**config.mk**
```make
export PLATFORM = sky130hd
export DESIGN_NAME = microwave_timer_ctrl_flat
export DESIGN_NICKNAME = d
export VERILOG_FILES = /design/src/rtl/timer_pkg.sv /design/src/rtl/microwave_timer_ctrl_if.sv /design/src/rtl/microwave_timer_ctrl_tick_prescaler.sv /design/src/rtl/microwave_timer_ctrl.sv /design/src/flat_wrapper.sv
export SDC_FILE = /design/constraint.sdc
export NUM_CORES = 1
export LEC_CHECK = 0
export CORE_MARGIN = 2
export CORE_UTILIZATION = 49
export DETAILED_ROUTE_END_ITERATION = 16
export PLACE_DENSITY = 0.78
export SYNTH_ARGS = -nofsm -noshare
export SYNTH_HDL_FRONTEND = slang
export SYNTH_SLANG_ARGS = --single-unit
```
**constraint.sdc**
```tcl
create_clock -name clk -period 2.55 [get_ports clk]
set_input_delay 0.255 -clock clk [delete_from_list [all_inputs] [get_ports clk]]
set_output_delay 0.255 -clock clk [all_outputs]
set_load 0.02 [all_outputs]
```
**src/rtl/timer_pkg.sv**
```systemverilog
// Shared types and constants for the microwave timer controller.
// Holds the FSM encoding, digit limits and the default tick rate.
package timer_pkg;

   typedef enum logic [2:0] {
      ST_IDLE  = 3'd0,
      ST_ENTRY = 3'd1,
      ST_LOAD  = 3'd2,
      ST_RUN   = 3'd3,
      ST_PAUSE = 3'd4,
      ST_DONE  = 3'd5
   } state_t;

   localparam logic [3:0]  SEC_TENS_MAX    = 4'd5;
   localparam logic [3:0]  DIGIT_MAX       = 4'd9;
   localparam int unsigned CLK_PER_SEC_DEF = 100;

   // A key shifts units into tens, so the current units digit must be a legal tens digit.
   function automatic logic key_accepted(input logic [3:0] key, input logic [3:0] units);
      return (key <= DIGIT_MAX) && (units <= SEC_TENS_MAX);
   endfunction

endpackage

```
**src/rtl/microwave_timer_ctrl_if.sv**
```systemverilog
// Panel, counter-chain and status signals of the microwave timer controller.
// slave = controller side, master = panel/counter-chain side.
interface microwave_timer_ctrl_if;
   logic [3:0] key;
   logic       key_valid;
   logic       start;
   logic       stop_clear;
   logic       door_closed;
   logic       cnt_zero;
   logic [3:0] data_min;
   logic [3:0] data_tens;
   logic [3:0] data_units;
   logic       cnt_loadn;
   logic       cnt_en;
   logic       cnt_clrn;
   logic       magnetron;
   logic       done;
   logic [2:0] state;

   modport slave (
      input  key, key_valid, start, stop_clear, door_closed, cnt_zero,
      output data_min, data_tens, data_units, cnt_loadn, cnt_en, cnt_clrn,
             magnetron, done, state
   );

   modport master (
      output key, key_valid, start, stop_clear, door_closed, cnt_zero,
      input  data_min, data_tens, data_units, cnt_loadn, cnt_en, cnt_clrn,
             magnetron, done, state
   );
endinterface

```
**src/rtl/microwave_timer_ctrl_tick_prescaler.sv**
```systemverilog
// Mod-DIV cycle counter with sync clear and hold; tc_o flags the last count of a second.
// Advances only while inc_i is high; tc_o is combinational from the count register.
module tick_prescaler #(
   parameter int unsigned DIV = 100
) (
   input  logic clk,
   input  logic clrn,
   input  logic clr_i,
   input  logic inc_i,
   output logic tc_o
);
   localparam int unsigned W    = $clog2(DIV);
   localparam logic [W-1:0] LAST = W'(DIV - 1);

   logic [W-1:0] cnt_q;

   assign tc_o = (cnt_q == LAST);

   always_ff @(posedge clk or negedge clrn) begin
      if (!clrn) begin
         cnt_q <= '0;
      end else if (clr_i) begin
         cnt_q <= '0;
      end else if (inc_i) begin
         cnt_q <= tc_o ? '0 : cnt_q + W'(1);
      end
   end
endmodule

```
**src/rtl/microwave_timer_ctrl.sv**
```systemverilog
// Microwave timer FSM: keypad MM:SS entry, counter-chain load/enable/clear, 1 Hz tick, magnetron gate.
// All outputs registered and reflect the state entered on the same edge.
module microwave_timer_ctrl
   import timer_pkg::*;
#(
   parameter int unsigned CLK_PER_SEC = CLK_PER_SEC_DEF
) (
   input  logic                   clk,
   input  logic                   clrn,
   microwave_timer_ctrl_if.slave  bus
);
   state_t     state_q;
   logic [3:0] min_q, tens_q, units_q;
   logic       cnt_loadn_q, cnt_en_q, cnt_clrn_q, magnetron_q, done_q;

   logic presc_clr, presc_inc, presc_tc;
   logic preset_nz, key_ok, load_go;

   assign preset_nz = |{min_q, tens_q, units_q};
   assign key_ok    = bus.key_valid && key_accepted(bus.key, units_q);
   assign load_go   = bus.start && bus.door_closed && preset_nz;

   // The prescaler only advances on cycles where RUN is held and the chain is still counting.
   assign presc_clr = (state_q == ST_LOAD);
   assign presc_inc = (state_q == ST_RUN) && bus.door_closed && !bus.stop_clear && !bus.cnt_zero;

   tick_prescaler #(.DIV(CLK_PER_SEC)) u_tick_prescaler (
      .clk   (clk),
      .clrn  (clrn),
      .clr_i (presc_clr),
      .inc_i (presc_inc),
      .tc_o  (presc_tc)
   );

   always_ff @(posedge clk or negedge clrn) begin
      if (!clrn) begin
         state_q     <= ST_IDLE;
         min_q       <= '0;
         tens_q      <= '0;
         units_q     <= '0;
         cnt_loadn_q <= 1'b1;
         cnt_en_q    <= 1'b0;
         cnt_clrn_q  <= 1'b1;
         magnetron_q <= 1'b0;
         done_q      <= 1'b0;
      end else begin
         cnt_loadn_q <= 1'b1;
         cnt_en_q    <= 1'b0;
         cnt_clrn_q  <= 1'b1;
         magnetron_q <= 1'b0;
         done_q      <= 1'b0;
         case (state_q)
            ST_IDLE, ST_ENTRY: begin
               if (load_go) begin
                  state_q     <= ST_LOAD;
                  cnt_loadn_q <= 1'b0;
               end else if (state_q == ST_ENTRY && bus.stop_clear) begin
                  state_q    <= ST_IDLE;
                  min_q      <= '0;
                  tens_q     <= '0;
                  units_q    <= '0;
                  cnt_clrn_q <= 1'b0;
               end else if (key_ok) begin
                  state_q <= ST_ENTRY;
                  min_q   <= tens_q;
                  tens_q  <= units_q;
                  units_q <= bus.key;
               end
            end
            ST_LOAD: begin
               state_q     <= ST_RUN;
               magnetron_q <= 1'b1;
            end
            ST_RUN: begin
               if (!bus.door_closed || bus.stop_clear) begin
                  state_q <= ST_PAUSE;
               end else if (bus.cnt_zero) begin
                  state_q <= ST_DONE;
                  done_q  <= 1'b1;
               end else begin
                  magnetron_q <= 1'b1;
                  cnt_en_q    <= presc_tc;
               end
            end
            ST_PAUSE: begin
               if (bus.stop_clear) begin
                  state_q    <= ST_IDLE;
                  min_q      <= '0;
                  tens_q     <= '0;
                  units_q    <= '0;
                  cnt_clrn_q <= 1'b0;
               end else if (bus.start && bus.door_closed) begin
                  state_q     <= ST_RUN;
                  magnetron_q <= 1'b1;
               end
            end
            ST_DONE: begin
               if (bus.stop_clear || !bus.door_closed) begin
                  state_q    <= ST_IDLE;
                  min_q      <= '0;
                  tens_q     <= '0;
                  units_q    <= '0;
                  cnt_clrn_q <= 1'b0;
               end else begin
                  done_q <= 1'b1;
               end
            end
            default: begin
               state_q <= ST_IDLE;
               min_q   <= '0;
               tens_q  <= '0;
               units_q <= '0;
            end
         endcase
      end
   end

   assign bus.data_min   = min_q;
   assign bus.data_tens  = tens_q;
   assign bus.data_units = units_q;
   assign bus.cnt_loadn  = cnt_loadn_q;
   assign bus.cnt_en     = cnt_en_q;
   assign bus.cnt_clrn   = cnt_clrn_q;
   assign bus.magnetron  = magnetron_q;
   assign bus.done       = done_q;
   assign bus.state      = state_q;
endmodule
```
**src/flat_wrapper.sv**
```systemverilog
// flat-port wrapper written by rule: the top's interface ports become plain ports
module microwave_timer_ctrl_flat import timer_pkg::*;
#(
   parameter int unsigned CLK_PER_SEC = CLK_PER_SEC_DEF
)
  (clk, clrn, bus_key, bus_key_valid, bus_start, bus_stop_clear, bus_door_closed, bus_cnt_zero, bus_data_min, bus_data_tens, bus_data_units, bus_cnt_loadn, bus_cnt_en, bus_cnt_clrn, bus_magnetron, bus_done, bus_state);
  microwave_timer_ctrl_if bus_i ();
  input  logic clk;
  input  logic clrn;
  input wire logic [$bits(bus_i.key)-1:0] bus_key;
  input wire logic [$bits(bus_i.key_valid)-1:0] bus_key_valid;
  input wire logic [$bits(bus_i.start)-1:0] bus_start;
  input wire logic [$bits(bus_i.stop_clear)-1:0] bus_stop_clear;
  input wire logic [$bits(bus_i.door_closed)-1:0] bus_door_closed;
  input wire logic [$bits(bus_i.cnt_zero)-1:0] bus_cnt_zero;
  output wire logic [$bits(bus_i.data_min)-1:0] bus_data_min;
  output wire logic [$bits(bus_i.data_tens)-1:0] bus_data_tens;
  output wire logic [$bits(bus_i.data_units)-1:0] bus_data_units;
  output wire logic [$bits(bus_i.cnt_loadn)-1:0] bus_cnt_loadn;
  output wire logic [$bits(bus_i.cnt_en)-1:0] bus_cnt_en;
  output wire logic [$bits(bus_i.cnt_clrn)-1:0] bus_cnt_clrn;
  output wire logic [$bits(bus_i.magnetron)-1:0] bus_magnetron;
  output wire logic [$bits(bus_i.done)-1:0] bus_done;
  output wire logic [$bits(bus_i.state)-1:0] bus_state;
  assign bus_i.key = bus_key;
  assign bus_i.key_valid = bus_key_valid;
  assign bus_i.start = bus_start;
  assign bus_i.stop_clear = bus_stop_clear;
  assign bus_i.door_closed = bus_door_closed;
  assign bus_i.cnt_zero = bus_cnt_zero;
  assign bus_data_min = bus_i.data_min;
  assign bus_data_tens = bus_i.data_tens;
  assign bus_data_units = bus_i.data_units;
  assign bus_cnt_loadn = bus_i.cnt_loadn;
  assign bus_cnt_en = bus_i.cnt_en;
  assign bus_cnt_clrn = bus_i.cnt_clrn;
  assign bus_magnetron = bus_i.magnetron;
  assign bus_done = bus_i.done;
  assign bus_state = bus_i.state;
  microwave_timer_ctrl #(.CLK_PER_SEC(CLK_PER_SEC)) u_core (.clk(clk), .clrn(clrn), .bus(bus_i));
endmodule
```
==> out/results.tsv <==
metric	value	unit
status	complete, no violations	
p_int	1.06	mW
worstSetupEndpointType	flip-flop	
tightest_slew	0.635	ns
h-tree-depth	1	
cts_hold_buf	0	
overflow	0	
cts_sinks	27	
cts_setup_buffers	0	
hold_viol	0	
pin_count	31	
rrSetupSlack	0.31	ns
worst_slew_margin_rel	57.3	%
drtPass1Iterations	4	
crit_fanout	6	
cts_root_buf	clkbuf_4	
clock_skew	0.00270	ns
synthCells	137	
pwr-share-clk	9.8	%
r2r_start	u_core.bus.data_tens[2]	
num_vias	1126	
rsz0062_at_grt	no	
cp_top_family	simple AND/OR/NAND/NOR gates	
grt_max_degree	28	
avgSynthCellArea	9.97	um^2
finalWirelength	2880	um
crit_type	flip-flop to flip-flop	
layout_min_cycle_time	2.24	ns
cts_made_buffers	3	
ys_warn_count	0	
ir_drop	0.786	mV
async_flop_share	100	%
hp-class	input port to asynchronous set/reset pin	
critPathLaunch	u_core.bus.data_tens[2]	
cap_violations	0	
drtIter0Drc	45	
drive_gt1_share	9.36	%
grt_pass1_vias	1134	
ctsResizeCount	0	
antenna_found_initial	0	
area_growth	27.1	%
worst_ep_required_time	2.76	ns
syn_nets	149	
final_antenna_net_count	0	
port-buffer-count	30	
ys_ff_latch	27	
synthDistinctLibCells	40	
die-area	0.00323	mm^2
die_h	56.8	um
cts_tree	built	
cp.depth	6	
setup_tns	0	ns
seqPwrFrac	37.6	%
grt_use_total	19.5	%
synth_edf_count	0	
drv_slew	0	
cp_slowest_stage_delay	0.43	ns
cp.arrival	2.45	ns
coreArea	0.00271	mm^2
start_util	50.4	%
hpwl	2270	um
crit_path_end	u_core.bus.data_min[2]	
viasPerCell	5.57	
die_w	56.8	um
leakagePower	0.750	nW
rows	19	
place.gp.congestion	0.858	
synthFlopType	dfrtp_1	
synth_seq_area_share	49.6	%
clock.fmax	447	MHz
worstRegToRegCells	6	
fin_hold_ws	0.300	ns
combPwrFrac	52.6	%
critPathBufInv	1	
crit_slowest_cell	dfrtp_1	
p_sw	731	uW
powerDensity	1030	mW/mm^2
final_util	64.1	%
wire_per_inst	14.2	um
path_clk_slew	0.13	ns
grt_pass1_wl	5010	um
finalSetupViolations	0	
route.detailed.drc	0	
path_cells	nor4_1 > nand3_1 > and3b_4 > nor4_4 > buf_4 > mux2_4	
r2r-end	u_core.bus.data_min[2]	
num_antenna_cells	0	
syn_area	0.00137	mm^2
clkLatencyLatePin	0.30	ns
clock_path_buffers	2	
nets	184	
sw_frac_of_total	40.8	%
critPathLaunchType	flip-flop	
fin_crit_sh	87.8	%
-- cell usage after synthesis, types with 2 or more instances --
master | count | share of area (%)
a31oi_1 | 2 | 0.92
nand3b_1 | 3 | 1.6
dfrtp_1 | 25 | 46
mux2_2 | 2 | 1.6
nor2_1 | 8 | 2.2
inv_1 | 9 | 2.5
buf_2 | 2 | 0.73
a21oi_1 | 8 | 2.9
and3_1 | 2 | 0.92
nor4_1 | 2 | 0.92
and2_1 | 2 | 0.92
nor2b_1 | 7 | 3.2
o21ai_0 | 8 | 2.9
nand2_1 | 16 | 4.4
nand2b_1 | 2 | 0.92
or3_1 | 3 | 1.4
nor3_1 | 3 | 1.1
nand3_1 | 3 | 1.1
mux2i_1 | 8 | 5.9
dfstp_2 | 2 | 3.8
-- worst min path at each step --
stage	end	from	slack [ns]	cells after the start
floorplan	u_core.bus.cnt_en	clrn	-0.04	0
global placement	u_core.u_tick_prescaler.cnt_q[2]	u_core.u_tick_prescaler.cnt_q[2]	0.52	1
detailed placement	u_core.u_tick_prescaler.cnt_q[2]	u_core.u_tick_prescaler.cnt_q[2]	0.52	1
CTS	u_core.bus.data_min[3]	clrn	0.31	2
global route	u_core.bus.data_min[2]	clrn	0.31	2
finish	u_core.bus.data_min[2]	clrn	0.30	2
-- kinds of logic after synthesis --
logic type | Yosys count | share of synthesized area [%]
AOI/OAI and AO/OA | 26 | 11.5
adders and majority gates | 2 | 1.65
buffers and inverters | 13 | 4.30
DFF | 27 | 49.6
muxes | 11 | 8.61
and+or+nand+nor | 58 | 24.3
-- stage by stage --
stage,std cells,setup WS (ns),total power [mW],instance area (um^2)
5_1_grt,202,0.175,1.91,1740
6_report,202,0.312,1.79,1740
4_1_cts,202,0.305,1.80,1740
3_5_place_dp,198,0.326,1.62,1710
2_1_floorplan,137,0.518,1.28,1370
3_3_place_gp,198,0.340,1.60,1710
-- power by group through the flow --
stage | logic, mW | clock network (mW) | registers, mW
floorplan | 0.517 | 0 | 0.761
global placement | 0.927 | 0 | 0.671
detailed placement | 0.946 | 0 | 0.679
CTS | 0.950 | 0.182 | 0.671
global route | 1.02 | 0.201 | 0.690
finish | 0.941 | 0.176 | 0.672
-- state kept, by name (all words and copies together) (netlist names) --
signal                         count
u_core.u_tick_prescaler.cnt_q      7
u_core.bus.cnt_en                  1
u_core.bus.data_tens               4
u_core.bus.state                   3
u_core.bus.done                    1
u_core.bus.data_units              4
u_core.bus.cnt_loadn               1
u_core.bus.cnt_clrn                1
u_core.bus.data_min                4
u_core.bus.magnetron               1
-- layer usage --
metal | global-route usage (%) | part of all wire (%) | vias up
li1 | - | - | 549
met1 | 26.8 | 45 | 543
met2 | 32.6 | 50 | 30
met3 | 3.00 | 4.2 | 4
met4 | 4.65 | 0.76 | 0
met5 | 0 | 0 | -
-- area by class of cell --
class	instances	area, um^2
Timing Repair Buffer	34	330
Sequential cell	27	678
Clock buffer	4	26.3
Tap cell	31	38.8
Inverter	9	33.8
Multi-Input combinational cell	97	629
Fill cell	239	973
-- cells in the final DEF, fill, tap and decap left out, drive strengths merged, types with 3 or more instances in the layout --
master / n
o21ai: 8
mux2: 3
clkdlybuf4s50: 30
nand3b: 3
or3: 3
inv: 9
nor4: 4
nand2: 16
nor2: 8
mux2i: 8
nand3: 3
buf: 4
nor3: 3
nor2b: 7
clkbuf: 4
dfrtp: 25
a21oi: 8
No activity file was read; power rests on OpenSTA's default activity.
